File: src/rtl/spi_byte_parser.sv
// Decodes per-chip-select SPI command bytes into LED frame RAM writes and a config byte latch.
// Latency: RAM/config outputs 1 cycle after byte_rdy_in; frame_rdy_out 1 cycle after registered cs rise.
// Backpressure: none; every strobe is consumed, bytes beyond the frame or outside a command are dropped.
module spi_byte_parser #(
    parameter int LED_NUM = 64,
    parameter int ADDR_W  = 8
) (
    input  logic              clk_in,
    input  logic              rst_in,
    input  logic              spi_cs_n_in,
    input  logic              byte_rdy_in,
    input  logic [7:0]        byte_data_in,
    output logic              ram_wr_en_out,
    output logic [ADDR_W-1:0] ram_wr_addr_out,
    output logic [7:0]        ram_wr_data_out,
    output logic              cfg_wr_out,
    output logic [7:0]        cfg_data_out,
    output logic              frame_rdy_out
);

    localparam logic [ADDR_W-1:0] LAST_ADDR = ADDR_W'(3 * LED_NUM - 1);

    typedef enum logic [2:0] {
        IDLE    = 3'd0,
        CMD     = 3'd1,
        CONF    = 3'd2,
        DATA    = 3'd3,
        DISCARD = 3'd4
    } state_t;

    state_t            state;
    logic              cs_meta;
    logic              cs_sync;
    logic              cs_sync_d;
    logic              cs_rise;
    logic [ADDR_W-1:0] wr_addr;
    logic              written;
    logic              full;
    logic              cs_active;
    logic              data_wr;

    assign cs_active = ~cs_sync;
    // A byte arriving together with cs_rise still counts towards the frame.
    assign data_wr   = (state == DATA) && byte_rdy_in && !full;

    always_ff @(posedge clk_in or posedge rst_in) begin
        if (rst_in) begin
            cs_meta   <= 1'b1;
            cs_sync   <= 1'b1;
            cs_sync_d <= 1'b1;
            cs_rise   <= 1'b0;
        end else begin
            cs_meta   <= spi_cs_n_in;
            cs_sync   <= cs_meta;
            cs_sync_d <= cs_sync;
            cs_rise   <= cs_sync & ~cs_sync_d;
        end
    end

    always_ff @(posedge clk_in or posedge rst_in) begin
        if (rst_in) begin
            state           <= IDLE;
            wr_addr         <= '0;
            written         <= 1'b0;
            full            <= 1'b0;
            ram_wr_en_out   <= 1'b0;
            ram_wr_addr_out <= '0;
            ram_wr_data_out <= 8'h00;
            cfg_wr_out      <= 1'b0;
            cfg_data_out    <= 8'h00;
            frame_rdy_out   <= 1'b0;
        end else begin
            ram_wr_en_out <= 1'b0;
            cfg_wr_out    <= 1'b0;
            frame_rdy_out <= 1'b0;
            case (state)
                IDLE: begin
                    if (cs_active) state <= CMD;
                end
                CMD: begin
                    if (byte_rdy_in) begin
                        case (byte_data_in)
                            8'h2A: state <= CONF;
                            8'h2C: begin
                                state   <= DATA;
                                wr_addr <= '0;
                                written <= 1'b0;
                                full    <= 1'b0;
                            end
                            8'h00: state <= CMD;
                            default: state <= DISCARD;
                        endcase
                    end
                end
                CONF: begin
                    if (byte_rdy_in) begin
                        cfg_data_out <= byte_data_in;
                        cfg_wr_out   <= 1'b1;
                        state        <= DISCARD;
                    end
                end
                DATA: begin
                    if (data_wr) begin
                        ram_wr_en_out   <= 1'b1;
                        ram_wr_addr_out <= wr_addr;
                        ram_wr_data_out <= byte_data_in;
                        written         <= 1'b1;
                        // Saturate on the last frame byte so later bytes are dropped.
                        if (wr_addr == LAST_ADDR) full <= 1'b1;
                        else wr_addr <= wr_addr + ADDR_W'(1);
                    end
                end
                default: state <= DISCARD;
            endcase
            if (state != IDLE && cs_rise) begin
                state         <= IDLE;
                frame_rdy_out <= (state == DATA) && (written || data_wr);
            end
        end
    end

endmodule

File: config.mk
export PLATFORM = sky130hd
export DESIGN_NAME = spi_byte_parser
export DESIGN_NICKNAME = d
export VERILOG_FILES = /design/src/rtl/spi_byte_parser.sv
export SDC_FILE = /design/constraint.sdc
export NUM_CORES = 1
export LEC_CHECK = 0
export ABC_AREA = 1
export CAP_MARGIN = 30
export CORE_MARGIN = 3
export CORE_UTILIZATION = 30
export DETAILED_ROUTE_END_ITERATION = 6
export SYNTH_ARGS = -nofsm -noshare
export SYNTH_HDL_FRONTEND = slang
export SYNTH_SLANG_ARGS = --single-unit
File: constraint.sdc
create_clock -name clk_in -period 3.6 [get_ports clk_in]
set_clock_uncertainty 0.1 [all_clocks]
set_input_delay 0.72 -clock clk_in [delete_from_list [all_inputs] [get_ports clk_in]]
set_output_delay 0.72 -clock clk_in [all_outputs]
set_load 0.01 [all_outputs]
Word level (Yosys, flattened, before mapping)
Cells that the tools add are included.
{"block": "totals", "output_inout_bits": 27, "ff_bits": 44, "wordCells": 71, "inputBits": 12}
{"block": "classes", "muxes": 23, "addsub": 1, "n_reduce_logical": 16, "n_bitwise": 2, "eq_ne": 15}
{"operator": "$mux 8", "count": 4}
{"operator": "$eq 8x6->1 const B", "count": 2}
{"operator": "$pmux 8 s2", "count": 1}
{"operator": "$mux 3", "count": 4}
{"operator": "$pmux 3 s4", "count": 1}
{"operator": "$mux 1", "count": 10}
{"operator": "$reduce_and 5->1", "count": 2}
{"operator": "$ne 3x3->1 const B", "count": 3}
{"operator": "$pmux 3 s3", "count": 1}
{"operator": "$add 8x1->8 const B", "count": 1}
{"operator": "$eq 8x8->1 const B", "count": 1}
{"operator": "$logic_not 8->1", "count": 1}
{"operator": "$ne 2x2->1 const B", "count": 4}
{"operator": "$reduce_and 4->1", "count": 2}
{"operator": "$eq 3x2->1 const B", "count": 2}
{"operator": "$logic_and 1x1->1", "count": 4}
{"operator": "$ne 2x1->1 const B", "count": 2}
{"operator": "$pmux 1 s2", "count": 2}
{"operator": "$reduce_and 2->1", "count": 2}
{"operator": "$eq 3x1->1 const B", "count": 1}
{"operator": "$logic_not 3->1", "count": 1}
{"operator": "$reduce_bool 3->1", "count": 1}
{"operator": "$reduce_bool 2->1", "count": 1}
{"operator": "$and 1x1->1", "count": 1}
{"operator": "other kinds (3)", "count": 3}

Depth between registers and ports, before layout
{"block": "depth", "depth_word": 6, "ltp_mapped": 9, "depth_no_buf": 9}

Worst setup path before layout
No wires, ideal clock.
{"block": "synth_path", "kind": "input-to-reg", "from": "in byte_data_in[6]", "to": "reg wr_addr[6]", "path_slack_ns": 1.960, "arrival_ns": 1.421, "path_buffers": 0, "setup_time_ns": 0.118, "cell_stages": 8, "required_time_ns": 3.382, "cell_sequence": "nor2_1 nand2_1 nor2_1 nand2_1 nand2_4 nand2_4 nand2_1 nand2_1"}
{"block": "synth_via", "elab_chain_len": 3}
{"element": "from (decl)", "line": "12", "text": "input logic [7:0] byte_data_in,"}
{"element": "$eq 8x6->1", "line": "82", "text": "case (byte_data_in)"}
{"element": "$ne 2x2->1 (no source line)"}
{"element": "$reduce_and 5->1 (no source line)"}
{"element": "to (signal assigned)", "line": "110", "text": "else wr_addr <= wr_addr + ADDR_W'(1);"}
{"element": "to (decl)", "line": "36", "text": "logic [ADDR_W-1:0] wr_addr;"}
No other way between the ends.
A chain may end at the register's enable or synchronous reset.

Final worst setup path
{"block": "layout_path", "from": "reg ram_wr_addr_out[1]", "to": "out ram_wr_addr_out[1]"}
{"element": "from (decl)", "line": "14", "text": "output logic [ADDR_W-1:0] ram_wr_addr_out,"}
{"element": "from (signal assigned)", "line": "105", "text": "ram_wr_addr_out <= wr_addr;"}
No word-level cell between the ends.

==> results by group <==
Clock tree
  – CTS tree: done
  – Post-CTS Setup Inserts: 0
  – H-Tree Depth: 2
  – CTS hold repair buffers: 0
  – Cts repair resizes: 0
  – Clk root buf: clkbuf_8
  – Clock sinks: 44
  – Worst-path clk slew: 0.08 ns
  – Clock buffer depth: 2
  – CTS buffer count: 5
  – Worst-Skew Late Latency: 0.30 ns

Synth
  – Register area share after synthesis: 0.5522
  – Simple-gate portion of the synthesized area: 0.2858
  – Post-Synth Adder-Cell Area: 0.006254
  – Commonest cells in the synthesized netlist: nand2_1, dfrtp_1, inv_1, o21ai_0, nor2_1
  – Largest area contributor in the netlist: dfrtp_1
  – Compound-Gate Fraction of Synth Area: 0.08005
  – Largest family of logic cells by synthesized area: simple AND/OR/NAND/NOR gates
  – Post-Synth XOR/XNOR Area: 0.004378
  – Ys async rst share: 1.000
  – Synth Cell Area: 2001 um2
  – Avg Inst Size Synth: 8.513 um2
  – Most frequent cell after synthesis: nand2_1
  – Syn Nets: 248
  – Synth warn: 0
  – EDFF count, synth: 0
  – Post-Synthesis Cells: 235
  – Post-synthesis mux area share: 0
  – Largest cells by area after synthesis: dfrtp_1, nand2_1, o21ai_0
  – Commonest register cell after synthesis: dfrtp_1
  – Distinct cell type count after synthesis: 22
  – Seq cells post-synth: 44
  – Yosys top cell area share: 0.5128

Setup path
  – Reg-to-reg slack, setup: 1.71 ns
  – Slowest stage delay, CP: 0.54 ns
  – Reg2Reg Depth: 8
  – Critical Path Sink Type: output pin
  – Critical path's top delay family: buffers and inverters
  – Peak fanout along the critical path: 2
  – Worst r2r src: state[2]$_DFFE_PP0P_
  – Worst Path Arrival: 1.21 ns
  – Critical path class: flop to output pin
  – Cells along the critical path: clkdlybuf4s50_1
  – Setup crit start kind: flop
  – FF-to-FF End: wr_addr[3]$_DFFE_PP0P_
  – Slowest CP cell: clkdlybuf4s50_1
  – Bufs and invs on worst path: 1
  – WP data required: 2.78 ns

Place
  – DP HPWL: 3124 um
  – Worst slack, placed: 1.271 ns
  – Placed Area: 2475 um2
  – IO Port Bufs: 38
  – GP Congestion: 0.8423

Cells and area
  – Area growth syn-to-layout: 28.21%
  – Layout cells sized above 1: 0.06835
  – Fin area: 2565 um2
  – # nets final: 290
  – Finished Core Util: 0.3994
  – FILL cells: 627
  – Ant diodes: 0

Worst hold path
  – Class of the worst hold path: flop to flop
  – Worst Hold Endpoint: cs_sync$_DFF_PP1_
  – HP Start: cs_meta$_DFF_PP1_
  – Worst Hold Depth: 0

Routing
  – First drt pass iteration count: 4
  – WL/cell: 11.61 um
  – DRT iter0 DRCs: 116
  – Final ANT Viol Nets: 0
  – Routed WL: 4121 um
  – Vias post-DR: 1606
  – Vias per cell: 4.524
  – # DRC: 0

Power
  – Lkg Pwr: 1.209 nW
  – Total power: 0.9487 mW
  – Worst VDD drop: 0.1298 mV
  – PD cells: 369.9 nW/um2

Die
  – FP Rows: 29
  – I/O Pins: 39
  – CORE AREA: 6422 um2
  – Area of the die: 7685 um2
  – Die height: 87.67 um
  – Initial Utilization: 0.3115
  – Die width: 87.67 um

Timing
  – Final hold violations: 0
  – Max Freq: 0.4936 GHz
  – Post-layout min period: 2.026 ns
  – Max-slew violation count: 0
  – RSZ-0062 raised after global routing: false
  – Final worst-path cycle share: 0.5628
  – Setup_tns: 0 ns
  – Actual slew at the worst max-slew pin: 0.4814 ns
  – Final setup margin: 1.574 ns
  – Final setup fails: 0
  – Headroom to the max-slew limit: 0.6783

Global routing
  – GR Overflow Total: 0
  – Largest net degree at the start of global routing: 32
  – Total GRT Usage: 0.1197
  – Via count of the first global-routing pass: 1554
  – Initial antenna violation count: 0
  – First-pass GRT wire length: 7217 um

Run
  – Max-cap violations: 0

Run status
  – Status: complete, no violations
-- report_power, final --
| part | leakage [nW] | total, mW | switching [mW] | internal, mW |
|---|---|---|---|---|
| Combinational | 0.572 | 0.101 | 0.0590 | 0.0423 |
| Sequential | 0.592 | 0.532 | 0.0192 | 0.512 |
| Clock | 0.0455 | 0.316 | 0.159 | 0.157 |
| Total | 1.21 | 0.949 | 0.237 | 0.711 |
-- through the flow --
step | std cells | hold slack, ns
after global placement | 346 | 0.2459
after floorplan | 235 | 0.2452
after global routing | 355 | 0.2633
after CTS | 355 | 0.2601
after detailed placement | 347 | 0.2481
final | 355 | 0.2592
-- cell usage in the layout (no fill, tap or decap), drive strengths merged --
cell	instances
a21oi	6
buf	2
clkbuf	8
clkdlybuf4s50	38
clkinv	1
dfrtp	41
dfstp	3
ha	1
inv	27
nand2	73
nand3	15
nand3b	2
nand4	3
nor2	26
nor3	5
o21ai	26
xor2	1
-- per-layer routing --
metal / up-vias / share of wire / track usage
met5: - / 0 / 0
met3: 5 / 0.055 / 0.03951
met2: 36 / 0.43 / 0.1842
met1: 734 / 0.50 / 0.1597
li1: 831 / - / -
met4: 0 / 0.015 / 0.03766
-- area by class of cell --
| cell class | count | area, um2 | share of cell area |
|---|---|---|---|
| tap | 77 | 96.34 | 0.03756 |
| inverter | 28 | 105.1 | 0.04098 |
| timing repair buffer | 40 | 415.4 | 0.1620 |
| sequential | 44 | 1105 | 0.4307 |
| multi-input combinational | 158 | 753.2 | 0.2937 |
| clock buffer | 8 | 90.09 | 0.03512 |
-- cells by family after synthesis --
family / count (synthesis)
and+or+nand+nor: 124
xor gates and xnor gates: 1
buffers and inverters: 33
DFF: 44
AOI/OAI and AO/OA: 32
adders and majority gates: 1
-- worst max-delay path by stage --
stage                                   start                     endpoint  slack (ns)  cells past startpoint
2_1_floorplan                          rst_in  cfg_data_out[0]$_DFFE_PP0P_        1.75                      1
3_3_place_gp                      byte_rdy_in       wr_addr[5]$_DFFE_PP0P_        1.28                      6
3_5_place_dp                      byte_rdy_in       wr_addr[3]$_DFFE_PP0P_        1.27                      6
4_1_cts        ram_wr_addr_out[1]$_DFFE_PP0P_           ram_wr_addr_out[1]        1.57                      1
5_1_grt                           byte_rdy_in       wr_addr[0]$_DFFE_PP0P_        1.46                      6
6_report       ram_wr_addr_out[1]$_DFFE_PP0P_           ram_wr_addr_out[1]        1.57                      1
-- state kept, by name (all words and copies together) (netlist names) --
signal	flops
cfg_data_out	8
cfg_wr_out	1
cs_meta	1
cs_rise	1
cs_sync	1
cs_sync_d	1
frame_rdy_out	1
full	1
ram_wr_addr_out	8
ram_wr_data_out	8
ram_wr_en_out	1
state	3
wr_addr	8
written	1
Power figures use the tool's default switching activity.
==> RTL change 1: new RTL, same flow settings <==
The parameter `ADDR_W` goes from 8 to 10.
--- a/src/rtl/spi_byte_parser.sv
+++ b/src/rtl/spi_byte_parser.sv
@@ -4,5 +4,5 @@
 module spi_byte_parser #(
     parameter int LED_NUM = 64,
-    parameter int ADDR_W  = 8
+    parameter int ADDR_W  = 10
 ) (
     input  logic              clk_in,
Interface: changed (resized ram_wr_addr_out); port bits go from 39 to 41. The function was not compared with the original's and may differ.
==> RTL change 1 against the unedited design <==
  * Via count is 13% higher
  * Area after synthesis grew 16%
  * Worst setup slack lost 22 ps
  * Non-clock buffer count rose by 1
  * Final area is 13% higher
  * Sequential cell count up 4
  * Wire length is 14% higher
  * Power grew 8.1%
  * Combinational power grew 12%
  * Sequential share of layout area down 1.6 points
  * Highest routed layer unchanged
==> RTL change 1: results <==
group,metric,value,unit
synth,synthArstFlopShare,1.000,
power_and_ir_drop,p_leak,1.427,nW
synth,synthDistinctLibCells,29,
worst_setup_path,cpMaxStageDelayCell,"clkdlybuf4s50_1",
status,outcome,"completed",
hold_path,hold_path_end,"cs_sync",
placement,io_buffers,40,
placement,place_inst,401,
grt,grt_pass1_wl,8086,µm
worst_setup_path,reg2regPathDepth,8,
timing,finalCriticalPeriod,2048,ps
grt,grt_max_degree,36,
route,wirelength,4678,µm
synth,synth_common_cells,"nand2_1 (86), dfrtp_1 (45), inv_1 (33)",
synth,ys_seq_area_frac,0.5214,
placement,place.gp.congestion,0.7764,
power_and_ir_drop,switchingPower,0.2683,mW
cts,cts_resized,0,
timing,max-slew-margin-rel,0.6087,
cts,numCtsBuffers,5,
route,via_count,1819,
hold_path,worstHoldStart,"cs_meta",
grt,grt_usage,0.1159,
cts,clk_pin_slew_worst_paths,90,ps
worst_setup_path,cp.arrival,2150,ps
layout,finalNetCount,322,
worst_setup_path,rrSetupSlack,1760,ps
route,routedWlPerCell,11.44,µm
synth,yosys_warnings,0,
grt,antenna_found_initial,0,
synth,synth_area_per_cell,8.688,µm²
route,first_pass_iters,4,
synth,synth_nets,279,
placement,hpwl,3411,µm
layout,drive_above_1_share,0.1323,
layout,num-fill-cells,761,
layout,fin_util,0.3942,
grt,grt_pass1_vias,1717,
timing,hold-worst-slack,265.5,ps
power_and_ir_drop,internal_power,0.7577,mW
worst_setup_path,r2r-end,"wr_addr[6]",
layout,n_antenna_cell,0,
placement,pre_cts_ws,1218,ps
timing,drv_slew,0,
cts,cts_setup_buffers,0,
cts,htreeDepth,2,
cts,cts-root-buf,"clkbuf_8",
cts,clockBufferDepth,2,
power_and_ir_drop,vdd_drop_max,0.1607,mV
worst_setup_path,worst_path_largest_cell_delay,520,ps
worst_setup_path,r2r_start,"wr_addr[0]",
route,drt-initial-drc-count,62,
cts,clkLatencyLatePin,300,ps
placement,dpl_cell_area,0.002809,mm²
synth,synthTopCellsByArea,"dfrtp_1 (49%), nand2_1 (14%), o21ai_2 (5.7%)",
worst_setup_path,worst-path-max-fanout,34,
power_and_ir_drop,switching_share,0.2615,
-- RTL change 1: layout make-up --
class,instances,area share
Inverter,36,0.04737
Clock inverter,2,0.004737
Multi-Input combinational cell,177,0.3174
Timing Repair Buffer,41,0.1447
Sequential cell,48,0.4147
Tap cell,99,0.04264
Clock buffer,6,0.02842
-- RTL change 1: power by group through the flow --
stage	Clock [mW]	Sequential, mW	Combinational [mW]
after floorplan	0	0.582	0.0752
after global placement	0	0.582	0.110
after detailed placement	0	0.583	0.114
after CTS	0.351	0.572	0.115
after global routing	0.374	0.576	0.132
final	0.340	0.573	0.113
-- RTL change 1: kinds of logic after synthesis --
logic type	count (synthesis)	share of synthesized area
xor+xnor	2	0.007581
flops	48	0.5214
simple gates	142	0.2913
fa+ha+maj	1	0.005413
compound gates	32	0.09475
buf+inv	41	0.07959
-- RTL change 1: critical path, delay by kind of cell --
kind                   cells  cell delay [ps]
and+or+nand+nor            6              710
buffers and inverters      2              710
-- RTL change 1: routing by layer --
layer  wire [µm]  track usage  share of wire  vias to the layer above
met5           0            0              0                        -
met4          65      0.04573          0.014                        0
met3         185      0.02965          0.040                        6
met2        2118       0.1768           0.45                       38
met1        2309       0.1570           0.49                      846
li1            -            -              -                      929
-- RTL change 1: worst max path at each step --
stage                              end  cells after the start                from
global placement            wr_addr[7]                      8         byte_rdy_in
CTS                 ram_wr_data_out[5]                      1  ram_wr_data_out[5]
detailed placement          wr_addr[1]                      8         byte_rdy_in
global route                wr_addr[5]                      8         byte_rdy_in
floorplan              cfg_data_out[0]                      1              rst_in
finish                      wr_addr[5]                      8         byte_rdy_in
==> RTL change 2: new RTL, config.mk and constraints unchanged <==
Without the edit above. Re-encode `state_t` (5 states) as Gray code, 3 bits wide.
--- a/src/rtl/spi_byte_parser.sv
+++ b/src/rtl/spi_byte_parser.sv
@@ -22,9 +22,9 @@
 
     typedef enum logic [2:0] {
-        IDLE    = 3'd0,
-        CMD     = 3'd1,
-        CONF    = 3'd2,
-        DATA    = 3'd3,
-        DISCARD = 3'd4
+        IDLE    = 3'b000,
+        CMD     = 3'b001,
+        CONF    = 3'b011,
+        DATA    = 3'b010,
+        DISCARD = 3'b110
     } state_t;
 
Function: same outputs for any inputs over 10 cycles, from zero or initial values and one cycle with rst_in high; not proved beyond that.
==> RTL change 2 against the unedited design <==
  * Worst setup slack lost 330 ps
  * Final area rose by 0.34%
  * Sequential cell count unchanged
  * Synthesized cell count fell by 2.1%
  * Wire length increased by 3.2%
  * Global-route usage up 0.17 points
  * Critical path depth increased by 6
  * Register-to-register slack worse by 70 ps
  * Utilization rose by 1.8 points
  * Area after synthesis is 1.0% lower
  * Critical path type is now primary input to flip-flop
  * Critical endpoint is now wr_addr[5]
Power is not compared: it rests on default switching activity, and its combinational part moved more than twofold at a synthesized area within 25%.
==> RTL change 2: results <==
group,metric,value,unit
cts,cts-root-buf,"clkbuf_8",
grt,grt_max_degree,38,
cts,htreeDepth,2,
route,first_pass_iters,4,
grt,grt_pass1_vias,1570,
layout,num-fill-cells,616,
power_and_ir_drop,switching_share,0.3305,
placement,io_buffers,38,
timing,finalHoldViolCount,0,
worst_setup_path,cp_num_cells,7,
synth,synthDistinctLibCells,27,
placement,dpl_cell_area,0.002462,mm²
cts,cts_setup_buffers,0,
hold_path,hold_path_end,"cs_sync",
synth,yosys_warnings,0,
layout,drive_above_1_share,0.1062,
worst_setup_path,rrSetupSlack,1640,ps
worst_setup_path,r2r_start,"state[0]",
worst_setup_path,reg2regPathDepth,5,
placement,place.gp.congestion,0.8055,
synth,synthTopCellsByArea,"dfrtp_1 (52%), nand2_1 (12%), inv_1 (5.3%)",
hold_path,worstHoldStart,"cs_meta",
route,viasPerCell,4.532,
worst_setup_path,cp.arrival,2480,ps
synth,synth_nets,243,
placement,hpwl,3221,µm
synth,ys_seq_area_frac,0.5578,
worst_setup_path,critPathTopFamily,"compound AO/OA/AOI/OAI gates",
layout,finalNetCount,285,
synth,synth_common_cells,"nand2_1 (63), dfrtp_1 (41), inv_1 (28)",
hold_path,min_path_type,"flip-flop to flip-flop",
grt,antenna_found_initial,0,
timing,worst_pin_slew,624.9,ps
grt,grt_pass1_wl,7120,µm
synth,synthArstFlopShare,1.000,
hold_path,min_path_cells,0,
status,outcome,"completed",
layout,n_antenna_cell,0,
worst_setup_path,r2r-end,"wr_addr[5]",
power_and_ir_drop,vdd_drop_max,0.3358,mV
cts,clk_pin_slew_worst_paths,90,ps
cts,numCtsBuffers,5,
power_and_ir_drop,p_leak,1.239,nW
cts,cts_resized,0,
worst_setup_path,worst-path-max-fanout,37,
route,routedWlPerCell,12.22,µm
route,drt-initial-drc-count,36,
grt,grt_usage,0.1214,
cts,clockBufferDepth,2,
cts,clkLatencyLatePin,300,ps
worst_setup_path,worst_path_largest_cell_delay,630,ps
worst_setup_path,cpMaxStageDelayCell,"o21ai_2",
==> RTL change 2: routing by layer <==
metal,vias up,share of wire,track usage
li1,810,-,-
met1,732,0.47,0.1482
met2,29,0.47,0.2041
met3,6,0.047,0.03217
met4,0,0.015,0.04603
met5,-,0,0
==> RTL change 2: kinds of logic after synthesis <==
family / share of synthesized area
and+or+nand+nor: 0.2331
DFF: 0.5578
adders and majority gates: 0.006316
xor gates and xnor gates: 0.008846
buffers and inverters: 0.07264
AOI/OAI and AO/OA: 0.1213
==> RTL change 2: stage by stage <==
stage | instances | setup slack (ps) | hold WS [ps]
detailed placement | 340 | 930.9 | 254.4
CTS | 348 | 1217 | 268.3
global placement | 339 | 976.2 | 246.7
floorplan | 230 | 1754 | 245.2
finish | 348 | 1243 | 264.7
global route | 348 | 1059 | 271.5
==> RTL change 2: how the worst max path moves through the flow <==
stage | to | startpoint | slack (ps)
floorplan | cfg_data_out[0] | rst_in | 1750
global placement | wr_addr[5] | byte_rdy_in | 980
detailed placement | wr_addr[4] | byte_rdy_in | 930
CTS | wr_addr[5] | byte_rdy_in | 1220
global route | wr_addr[5] | byte_rdy_in | 1060
finish | wr_addr[5] | byte_rdy_in | 1240
==> RTL change 2: final cells by class <==
type | instances | area, µm² | area share
Clock buffer | 5 | 68.82 | 0.02674
Clock inverter | 3 | 42.54 | 0.01653
Inverter | 31 | 116.4 | 0.04521
Multi-Input combinational cell | 150 | 732.0 | 0.2844
Sequential cell | 44 | 1105 | 0.4293
Tap cell | 75 | 93.84 | 0.03646
Timing Repair Buffer | 40 | 415.4 | 0.1614
==> RTL change 2: power by group through the flow <==
| stage | combinational (mW) | sequential (mW) | clock (mW) |
|---|---|---|---|
| after global routing | 0.569 | 0.672 | 0.408 |
| after global placement | 0.495 | 0.669 | 0 |
| final | 0.507 | 0.659 | 0.379 |
| after detailed placement | 0.510 | 0.668 | 0 |
| after floorplan | 0.267 | 0.690 | 0 |
| after CTS | 0.512 | 0.661 | 0.396 |
